## src/rtl/core_step_ctrl.sv

```systemverilog
// Run/halt/single-step clock-enable controller with cycle breakpoint for the CPU core.
// Optional build macro: STEP_DEBOUNCE_EN (treat i_step as a raw button: synchronise, debounce, edge-detect).
module core_step_ctrl #(
    parameter int unsigned DIV_WIDTH       = 32,
    parameter int unsigned CNT_WIDTH       = 32,
    parameter int unsigned DEBOUNCE_CYCLES = 16000
) (
    input  logic                 i_clk,
    input  logic                 i_reset,
    input  logic                 i_run,
    input  logic                 i_halt,
    input  logic                 i_step,
    input  logic [DIV_WIDTH-1:0] i_div,
    input  logic                 i_break_en,
    input  logic [CNT_WIDTH-1:0] i_break_cycle,
    output logic                 o_clk_en,
    output logic                 o_running,
    output logic [1:0]           o_state,
    output logic [CNT_WIDTH-1:0] o_cycle_count
);

    localparam logic [1:0] ST_HALT  = 2'b00;
    localparam logic [1:0] ST_RUN   = 2'b01;
    localparam logic [1:0] ST_STEP  = 2'b10;
    localparam logic [1:0] ST_BREAK = 2'b11;

    logic [1:0]           state_q, state_d;
    logic [DIV_WIDTH-1:0] presc_q, presc_d;
    logic [CNT_WIDTH-1:0] count_q;
    logic                 en_q, en_d;
    logic                 running_q;
    logic                 step_pulse;
    logic                 break_hit;

    if (DEBOUNCE_CYCLES == 0) begin : g_bad_debounce_cfg
        $error("core_step_ctrl: DEBOUNCE_CYCLES must be nonzero");
    end

`ifdef STEP_DEBOUNCE_EN
    localparam int unsigned DB_W = $clog2(DEBOUNCE_CYCLES + 1);

    logic            sync1_q, sync2_q, db_level_q, db_prev_q;
    logic [DB_W-1:0] db_cnt_q;

    // Accept a new button level only after it has differed from the current one for DEBOUNCE_CYCLES cycles.
    always_ff @(posedge i_clk) begin
        if (i_reset) begin
            sync1_q    <= 1'b0;
            sync2_q    <= 1'b0;
            db_level_q <= 1'b0;
            db_prev_q  <= 1'b0;
            db_cnt_q   <= '0;
        end else begin
            sync1_q   <= i_step;
            sync2_q   <= sync1_q;
            db_prev_q <= db_level_q;
            if (sync2_q == db_level_q) begin
                db_cnt_q <= '0;
            end else if (db_cnt_q == DB_W'(DEBOUNCE_CYCLES - 1)) begin
                db_level_q <= sync2_q;
                db_cnt_q   <= '0;
            end else begin
                db_cnt_q <= db_cnt_q + DB_W'(1);
            end
        end
    end

    assign step_pulse = db_level_q & ~db_prev_q;
`else
    assign step_pulse = i_step;
`endif

    // The pulse currently on o_clk_en is the one that would bring the count to the break value.
    assign break_hit = (state_q == ST_RUN) && en_q && i_break_en &&
                       (CNT_WIDTH'(count_q + CNT_WIDTH'(1)) == i_break_cycle);

    // Next state; en_d schedules the enable pulse for the following cycle.
    always_comb begin
        state_d = state_q;
        presc_d = presc_q;
        en_d    = 1'b0;
        case (state_q)
            ST_HALT, ST_BREAK: begin
                if (i_halt) begin
                    state_d = ST_HALT;
                end else if (step_pulse) begin
                    state_d = ST_STEP;
                    en_d    = 1'b1;
                end else if (i_run) begin
                    state_d = ST_RUN;
                    presc_d = '0;
                end
            end
            ST_STEP: begin
                state_d = ST_HALT;
            end
            ST_RUN: begin
                if (i_halt) begin
                    state_d = ST_HALT;
                end else if (break_hit) begin
                    state_d = ST_BREAK;
                end else if (presc_q >= i_div) begin
                    en_d    = 1'b1;
                    presc_d = '0;
                end else begin
                    presc_d = DIV_WIDTH'(presc_q + DIV_WIDTH'(1));
                end
            end
            default: begin
                state_d = ST_HALT;
            end
        endcase
    end

    always_ff @(posedge i_clk) begin
        if (i_reset) begin
            state_q   <= ST_HALT;
            presc_q   <= '0;
            en_q      <= 1'b0;
            running_q <= 1'b0;
            count_q   <= '0;
        end else begin
            state_q   <= state_d;
            presc_q   <= presc_d;
            en_q      <= en_d;
            running_q <= (state_d == ST_RUN);
            if (en_q) begin
                count_q <= CNT_WIDTH'(count_q + CNT_WIDTH'(1));
            end
        end
    end

    assign o_clk_en      = en_q;
    assign o_running     = running_q;
    assign o_state       = state_q;
    assign o_cycle_count = count_q;

endmodule

```

## config.mk

```make
export PLATFORM = sky130hd
export DESIGN_NAME = core_step_ctrl
export DESIGN_NICKNAME = d
export VERILOG_FILES = /design/src/rtl/core_step_ctrl.sv
export SDC_FILE = /design/constraint.sdc
export NUM_CORES = 1
export LEC_CHECK = 0
export CORE_ASPECT_RATIO = 2
export CORE_MARGIN = 4
export CORE_UTILIZATION = 40
export DETAILED_ROUTE_END_ITERATION = 7
export GPL_TIMING_DRIVEN = 0
export PLACE_DENSITY = 0.74
export SLEW_MARGIN = 0
export SYNTH_ARGS = -nofsm -noshare
export SYNTH_HDL_FRONTEND = slang
export SYNTH_SLANG_ARGS = --single-unit
```

## constraint.sdc

```tcl
create_clock -name i_clk -period 4.39 [get_ports i_clk]
set_input_delay 1.0975 -clock i_clk [delete_from_list [all_inputs] [get_ports i_clk]]
set_output_delay 1.0975 -clock i_clk [all_outputs]
set_load 0.02 [all_outputs]
```

==> results of run 1 <==
==> metrics by stage <==
step,instance area [um2],hold slack [ns],setup TNS (ns),setup WS (ns)
global placement,6790,0.495,-8.77,-0.336
detailed placement,6790,0.498,-9.35,-0.358
floorplan,5540,0.461,0,0.918
global route,7070,0.531,-0.0118,-0.0118
CTS,7060,0.505,0,0.0376
finish,7070,0.504,0,0.213
==> path summary, 6_finish.rpt <==
| path | start | end | slack, ns | cells past startpoint |
|---|---|---|---|---|
| max | i_div[29] | presc_q[19] | 0.21 | 13 |
| min reg2reg | presc_q[1] | presc_q[1] | 0.50 | 2 |
| max reg2reg | o_cycle_count[1] | presc_q[21] | 0.53 | 13 |
| min | presc_q[1] | presc_q[1] | 0.50 | 2 |
==> layout make-up <==
cell class	count	area (um2)	area share [%]
Buffer	43	205	2.90
Timing Repair Buffer	105	1050	14.9
Clock inverter	2	10.0	0.142
Sequential cell	68	1360	19.3
Inverter	44	165	2.34
Clock buffer	12	267	3.77
Tap cell	155	194	2.74
Multi-Input combinational cell	572	3820	54.0
==> critical path, cell delays in order <==
cell and delay [ns]:
clkdlybuf4s50_1 0.46, inv_1 0.05, ha_1 0.29, and4_1 0.26
nand4_1 0.26, a211o_1 0.30, a41oi_1 0.31, or3_1 0.29
clkbuf_1 0.37, clkbuf_2 0.36, nor2_1 0.08, o21ai_0 0.17
a21oi_1 0.08
==> where the power goes <==
part	internal [mW]	switching, mW
registers	0.619	0.00212
logic	0.100	0.0952
clock network	0.420	0.265
==> sequential cells by signal (all words and copies together) (netlist names) <==
name	count
o_cycle_count	32
presc_q	32
o_state	2
o_clk_en	1
o_running	1
==> synth_stat cells, types with 4 or more instances <==
master     n  area [um2]
mux2i_1    4        40.0
nand4b_1  12         105
nand4_1   23         144
nand3_1   43         215
xor2_1    36         315
inv_1     44         165
o21ai_0   45         225
a31oi_1   11        68.8
nand2_1   46         173
and2_1     6        37.5
o21a_1     8        60.1
a21o_1     7        52.6
ha_1      36         450
and3_1    16         100
dfxtp_1   68        1360
xnor2_1   31         272
nor3_1    15        75.1
or4_1     17         128
nor4_1    10        62.6
nor2_1    80         300
and4_1     9        78.8
clkbuf_1  25        93.8
a21oi_1   42         210
or3_1      5        31.3
buf_2      9        45.0
nor4b_1    4        35.0
a211o_1    4        35.0
==> cell families after synthesis <==
group / count (synthesis) / share of synthesized area, %
DFF: 68 / 24.6
muxes: 5 / 0.926
adders and majority gates: 36 / 8.13
buffers and inverters: 87 / 6.64
and+or+nand+nor: 312 / 31.6
AOI/OAI and AO/OA: 152 / 17.5
xor gates and xnor gates: 67 / 10.6
==> timing repair <==
action,in CTS,in global routing
resized for setup,1,4
setup buffers,0,0
pin swaps,0,0
hold buffers,0,0
setup endpoints to repair,7,20
==> layer usage <==
layer	vias up	global-route usage [%]	wire, um
met5	-	0	0
met4	0	13.7	1090
met3	58	3.59	835
met2	212	44.0	10100
met1	2696	19.0	5880
li1	2864	-	-
==> layout by cell type, fill, tap and decap left out, types with 5 or more instances in the layout <==
cell | netlist | layout
nand4_1 | 23 | 23
a21oi_1 | 42 | 42
a21o_1 | 7 | 7
o21a_1 | 8 | 8
xor2_1 | 36 | 36
o21ai_0 | 45 | 45
clkbuf_1 | 25 | 24
clkbuf_2 | 3 | 5
or4_1 | 17 | 17
nand4b_1 | 12 | 12
or3_1 | 5 | 5
dfxtp_1 | 68 | 68
ha_1 | 36 | 36
xnor2_1 | 31 | 31
inv_1 | 44 | 44
clkbuf_16 | 0 | 9
and2_1 | 6 | 6
nor2_1 | 80 | 80
nor4_1 | 10 | 10
and4_1 | 9 | 9
nand2_1 | 46 | 46
nor3_1 | 15 | 15
a31oi_1 | 11 | 11
nand3_1 | 43 | 43
clkdlybuf4s50_1 | 0 | 105
and3_1 | 16 | 16
buf_2 | 9 | 9
==> reports/qor.csv, run 1 <==
metric,value,unit
drt-wirelength-per-cell,17.9,um
netlist_area,0.00554,mm2
instances_no_fill,1001,
finClkSkew,0.00641,ns
vias,5830,
dp.final_hpwl,14400,um
drive_gt1_share,6.38,%
grtUsageTotal,21.8,%
grt_pass1_wl,27500,um
clock-root-buffer,clkbuf_16,
routed_via_density,5.82,
die_w,91.2,um
max-vdd-ir-drop,0.185,mV
rows,60,
io_buffers,105,
power.leakage,2.70,nW
tightest_slew,0.696,ns
setup_viol_count_final,0,
drv_slew,0,
rsz0062_at_grt,yes,
antenna_cells,0,
core_area,0.0135,mm2
synth.yosys.seq_area_share,24.6,%
drc_errors,0,
io_pins,106,
synth_cell_types,72,
drt_iter0_drc,238,
ys_ff_latch,68,
synthCells,727,
crit_type,in -> reg,
clk_latency,0.33,ns
maxCapViolations,0,
status,completed,
ys_warn_count,0,
finalCriticalPeriod,4.18,ns
overflow,0,
place_inst,987,
cts_buffer_depth,2,
fin_util,52.3,%
crit_required,4.58,ns
power_density,212,mW/mm2
fmax,239,MHz
cts_sinks,68,
ant_nets,0,
fin_crit_sh,95.1,%
cts_tree,done,
finalPower,1.50,mW
cts_buffers,9,
grt_max_degree,11,
gp_congestion,0.958,
area_delta_synth_final,27.6,%
synth_nets,833,
synthFlopType,dfxtp_1,
start_util,41.0,%
async_flop_share,0,%
htree_num_levels,3,
holdCritPathClass,reg -> reg,
arrival,4.36,ns
fin_nets,949,
crit_path_start_kind,primary input,
worstPathMaxFanout,10,
crit_path_end_kind,flop,
path_clk_slew,0.05,ns
fillerInstances,1325,
grt_pass1_vias,5606,
dr.pass1.iters,6,
antenna_found_initial,0,
die_area,0.0159,mm2
dieHeight,174,um
timing.final.hold_violations,0,
synth_edf_count,0,
slew_headroom,53.6,%
wl,17900,um
avgSynthCellArea,7.62,um2
Note: power is estimated with default switching activity, not from simulation.
==> run 2: changes to the inputs <==
==> constraint.sdc (replaced) <==
create_clock -name i_clk -period 4.39 [get_ports i_clk]
set_input_delay 0.439 -clock i_clk [delete_from_list [all_inputs] [get_ports i_clk]]
set_output_delay 0.439 -clock i_clk [all_outputs]
set_load 0.02 [all_outputs]
==> run 2 against run 1 <==
  * Setup slack improved by 0.064 ns
  * Worst hold slack got worse by 0.00092 ns
  * Maximum frequency is 1.5% higher
  * Critical endpoint is now presc_q[24]
  * Wire length shrank 0.17%
  * Largest power group unchanged
  * Utilization is 0.056 points lower
  * Final area down 0.11%
  * Critical path depth did not move
  * Power about the same
  * Non-clock buffer count is the same
  * Highest routed layer unchanged
  * Sequential power is essentially flat
  * Combinational power hardly changed
==> reports/qor.csv, run 2 (synthesis gave the netlist of run 1 again) <==
metric,value,unit
p_int,1.14,mW
multi_input_area,0.00381,mm2
timing.final.hold_violations,0,
arrival,4.37,ns
clock-root-buffer,clkbuf_16,
path_cells,"ha_1, and3_1, clkbuf_1, nand4_1, a2111oi_1, nor3b_1, nor4b_1, nand4_2, o21ai_4, buf_6, buf_4, nand2_1, a31oi_1",
maxCapViolations,0,
slew_headroom,40.9,%
switching_share,24.2,%
sequentialPowerShare,41.3,%
area_delta_synth_final,27.5,%
drv_slew,0,
crit_path_end_kind,flop,
cts_sinks,68,
final_area,0.00706,mm2
fin_nets,949,
fin_ws,0.277,ns
rows,60,
worstPathMaxFanout,10,
dr.pass1.iters,6,
crit_path_start_kind,flop,
wl,17800,um
status,completed,
power_density,213,mW/mm2
grt_pass1_wl,27500,um
drt-wirelength-per-cell,17.8,um
dieHeight,174,um
finClkSkew,0.00646,ns
drt_iter0_drc,241,
start_util,41.0,%
final_common_cell,clkdlybuf4s50_1,
grtUsageTotal,21.8,%
finalPower,1.50,mW
fin_crit_sh,93.7,%
cts_tree,done,
die_area,0.0159,mm2
tightest_slew,0.884,ns
die_w,91.2,um
cts_buffer_depth,2,
comb_power_share,13.0,%
max_stage_delay,0.84,ns
power.leakage,2.70,nW
grt_max_degree,11,
placed_area,0.00679,mm2
path_buf_inv,3,
core_area,0.0135,mm2
ant_nets,0,
fillerInstances,1326,
fmax,243,MHz
io_pins,106,
htree_num_levels,3,
cts_buffers,9,
rsz0062_at_grt,no,
antenna_found_initial,0,
cts.repair.resized,0,
crit_slowest_cell,a2111oi_1,
routed_via_density,5.84,
path_delay_family,compound AO/OA/AOI/OAI gates,
grt_pass1_vias,5603,
post_cts_buffers,0,
tns,0,ns
p_switching,363,uW
holdCritPathClass,reg -> reg,
antenna_cells,0,
mostFrequentLayoutCells,"105 x clkdlybuf4s50_1, 80 x nor2_1, 68 x dfxtp_1, 46 x nand2_1, 45 x o21ai_0",
setup_viol_count_final,0,
vias,5849,
crit_required,4.65,ns
layout.area.seq,0.00136,mm2
ctsHoldBuffers,0,
gp_congestion,0.958,
pre_cts_ws,0.289,ns
clk_latency,0.33,ns
overflow,0,
crit_type,reg -> reg,
finalCriticalPeriod,4.11,ns
dp.final_hpwl,14400,um
io_buffers,105,
drive_gt1_share,6.03,%
pwr-share-clk,45.7,%
max-vdd-ir-drop,0.185,mV
drc_errors,0,
path_clk_slew,0.05,ns
[run 2: tightest hold or removal path, cell delays in order, from the launching register on]
cell and delay [ns]:
dfxtp_1 0.34, nand2_1 0.07, a21oi_1 0.05
[run 2: per-layer routing]
metal	vias to the layer above	part of all wire (%)	GRT usage, %
li1	2862	-	-
met1	2716	33	18.9
met2	215	57	44.0
met3	56	4.6	3.59
met4	0	5.9	13.7
met5	-	0	0
[run 2: worst paths after layout]
kind | slack [ns] | startpoint | endpoint | cells past startpoint
worst max-delay path | 0.28 | o_cycle_count[1] | presc_q[24] | 13
worst min-delay path | 0.50 | presc_q[1] | presc_q[1] | 2
worst max register to register | 0.28 | o_cycle_count[1] | presc_q[24] | 13
worst min register to register | 0.50 | presc_q[1] | presc_q[1] | 2
[run 2: area by class of cell]
class | count | area share (%)
flip-flops and latches | 68 | 19.3
clock inverters | 2 | 0.142
plain buffers | 43 | 2.87
well taps | 155 | 2.75
repair buffers | 105 | 14.9
clock buffers | 12 | 3.77
inverters | 44 | 2.34
multi-input cells | 572 | 54.0
[run 2: power by group through the flow]
stage                     Clock [mW]  Combinational, mW  Sequential, mW
after floorplan                    0             0.0871           0.637
after global placement             0              0.193           0.635
after detailed placement           0              0.194           0.635
after CTS                      0.700              0.195           0.621
after global routing           0.727              0.211           0.621
final                          0.686              0.195           0.622
[run 2: metrics by stage]
stage | cells | util, % | hold WS (ns)
2_1_floorplan | 727 | - | 0.461
3_3_place_gp | 987 | 50.2 | 0.495
3_5_place_dp | 987 | 50.2 | 0.498
4_1_cts | 1001 | 52.3 | 0.505
5_1_grt | 1001 | 52.3 | 0.531
6_report | 1001 | 52.3 | 0.503
==> run 3: changes to the inputs <==
- CORE_ASPECT_RATIO: 2 -> default
- SLEW_MARGIN: 0 -> 10
==> run 3 against run 2 <==
  * Final area is 1.2% higher
  * Clock power rose by 21%
  * Sequential power is essentially flat
  * Utilization grew 1.1 points
  * Power grew 9.5%
  * Global-route usage shrank 1.1 points
==> reports/qor.csv, run 3 (synthesis gave the netlist of run 1 again) <==
metric,value,unit
io_pins,106,
cts_tree,done,
path_clk_slew,0.06,ns
antenna_cells,0,
die_w,126,um
mostFrequentLayoutCells,"105 x clkdlybuf4s50_1, 80 x nor2_1, 68 x dfxtp_1, 46 x nand2_1, 45 x o21ai_0",
overflow,0,
die_area,0.0158,mm2
clock-root-buffer,clkbuf_16,
setup_viol_count_final,0,
power.leakage,2.71,nW
dieHeight,126,um
final_area,0.00715,mm2
drc_errors,0,
cts.repair.resized,0,
rows,42,
fillerInstances,1287,
tns,0,ns
fmax,256,MHz
crit_type,reg -> reg,
grt_pass1_wl,27000,um
crit_path_start_kind,flop,
core_area,0.0134,mm2
fin_crit_sh,88.9,%
antenna_found_initial,0,
finalCriticalPeriod,3.90,ns
drt_iter0_drc,659,
grtUsageTotal,20.6,%
dp.final_hpwl,12400,um
holdWs,0.522,ns
wl,16500,um
tightest_slew,0.789,ns
layout.area.seq,0.00136,mm2
area_delta_synth_final,29.0,%
timing.final.hold_violations,0,
start_util,41.3,%
rsz0062_at_grt,no,
dr.pass1.iters,5,
drive_gt1_share,6.25,%
holdCritPathClass,reg -> reg,
arrival,4.18,ns
grt_max_degree,13,
clk_latency,0.34,ns
post_cts_buffers,0,
htree_num_levels,3,
cts_sinks,68,
drv_slew,0,
crit_path_end_kind,flop,
cts_buffer_depth,2,
grt_pass1_vias,5406,
finClkSkew,0.00868,ns
max-vdd-ir-drop,0.180,mV
final_common_cell,clkdlybuf4s50_1,
status,completed,
cts_buffers,9,
routed_via_density,5.64,
ant_nets,0,
maxCapViolations,0,
multi_input_area,0.00381,mm2
worstPathMaxFanout,10,
ctsHoldBuffers,0,
placed_area,0.00681,mm2
vias,5771,
power_density,230,mW/mm2
io_buffers,105,
slew_headroom,46.0,%
drt-wirelength-per-cell,16.1,um
fin_nets,949,
gp_congestion,0.927,
crit_required,4.66,ns
[run 3: changes by cell type in the layout (fill, tap and decap cells not counted), sizes merged]
cell	delta
bufinv	+2
clkbuf	-1
clkinvlp	+2
clkinv	-1
[run 3: per-stage QoR]
step | power [mW] | setup slack (ns) | util, % | std cells
after global routing | 1.69 | 0.0683 | 53.3 | 1024
after floorplan | 0.724 | 1.03 | - | 727
after global placement | 0.824 | 0.438 | 50.8 | 1008
final | 1.65 | 0.486 | 53.3 | 1024
after detailed placement | 0.825 | 0.468 | 50.8 | 1008
after CTS | 1.64 | 0.467 | 53.3 | 1024
[run 3: final cells by class]
class / count / area share, %
Buffer: 43 / 2.84
Clock buffer: 11 / 3.54
Clock inverter: 5 / 1.17
Inverter: 44 / 2.31
Multi-Input combinational cell: 572 / 53.3
Sequential cell: 68 / 19.0
Tap cell: 176 / 3.08
Timing Repair Buffer: 105 / 14.7
[run 3: final timing paths]
check	startpoint	to	slack, ns	depth (start not counted)
worst max-delay path	o_cycle_count[1]	presc_q[25]	0.49	13
worst min-delay path	presc_q[28]	presc_q[28]	0.52	2
worst max register to register	o_cycle_count[1]	presc_q[25]	0.49	13
worst min register to register	presc_q[28]	presc_q[28]	0.52	2
[run 3: routing by layer]
| metal | wire length [um] | track usage (%) |
|---|---|---|
| met3 | 1260 | 4.11 |
| met4 | 402 | 7.40 |
| met2 | 7080 | 30.8 |
| met5 | 0 | 0 |
| met1 | 7740 | 29.5 |
[run 3: worst max-delay path, stage by stage (launching register included)]
cell	delay, ns
dfxtp_1	0.48
ha_1	0.34
and3_1	0.18
clkbuf_1	0.28
nand4_1	0.15
a2111oi_0	0.76
nor3b_1	0.25
nor4b_1	0.30
nand4_2	0.21
o21ai_4	0.29
buf_6	0.18
buf_4	0.18
o21ai_0	0.10
a21oi_1	0.14
[run 3: power breakdown]
part           switching [mW]  leakage, nW  total [mW]  internal (mW)
Sequential            0.00208        0.548       0.621          0.619
Combinational          0.0928         2.01       0.193         0.0999
Clock                   0.303        0.158       0.833          0.530
Total                   0.398         2.71        1.65           1.25
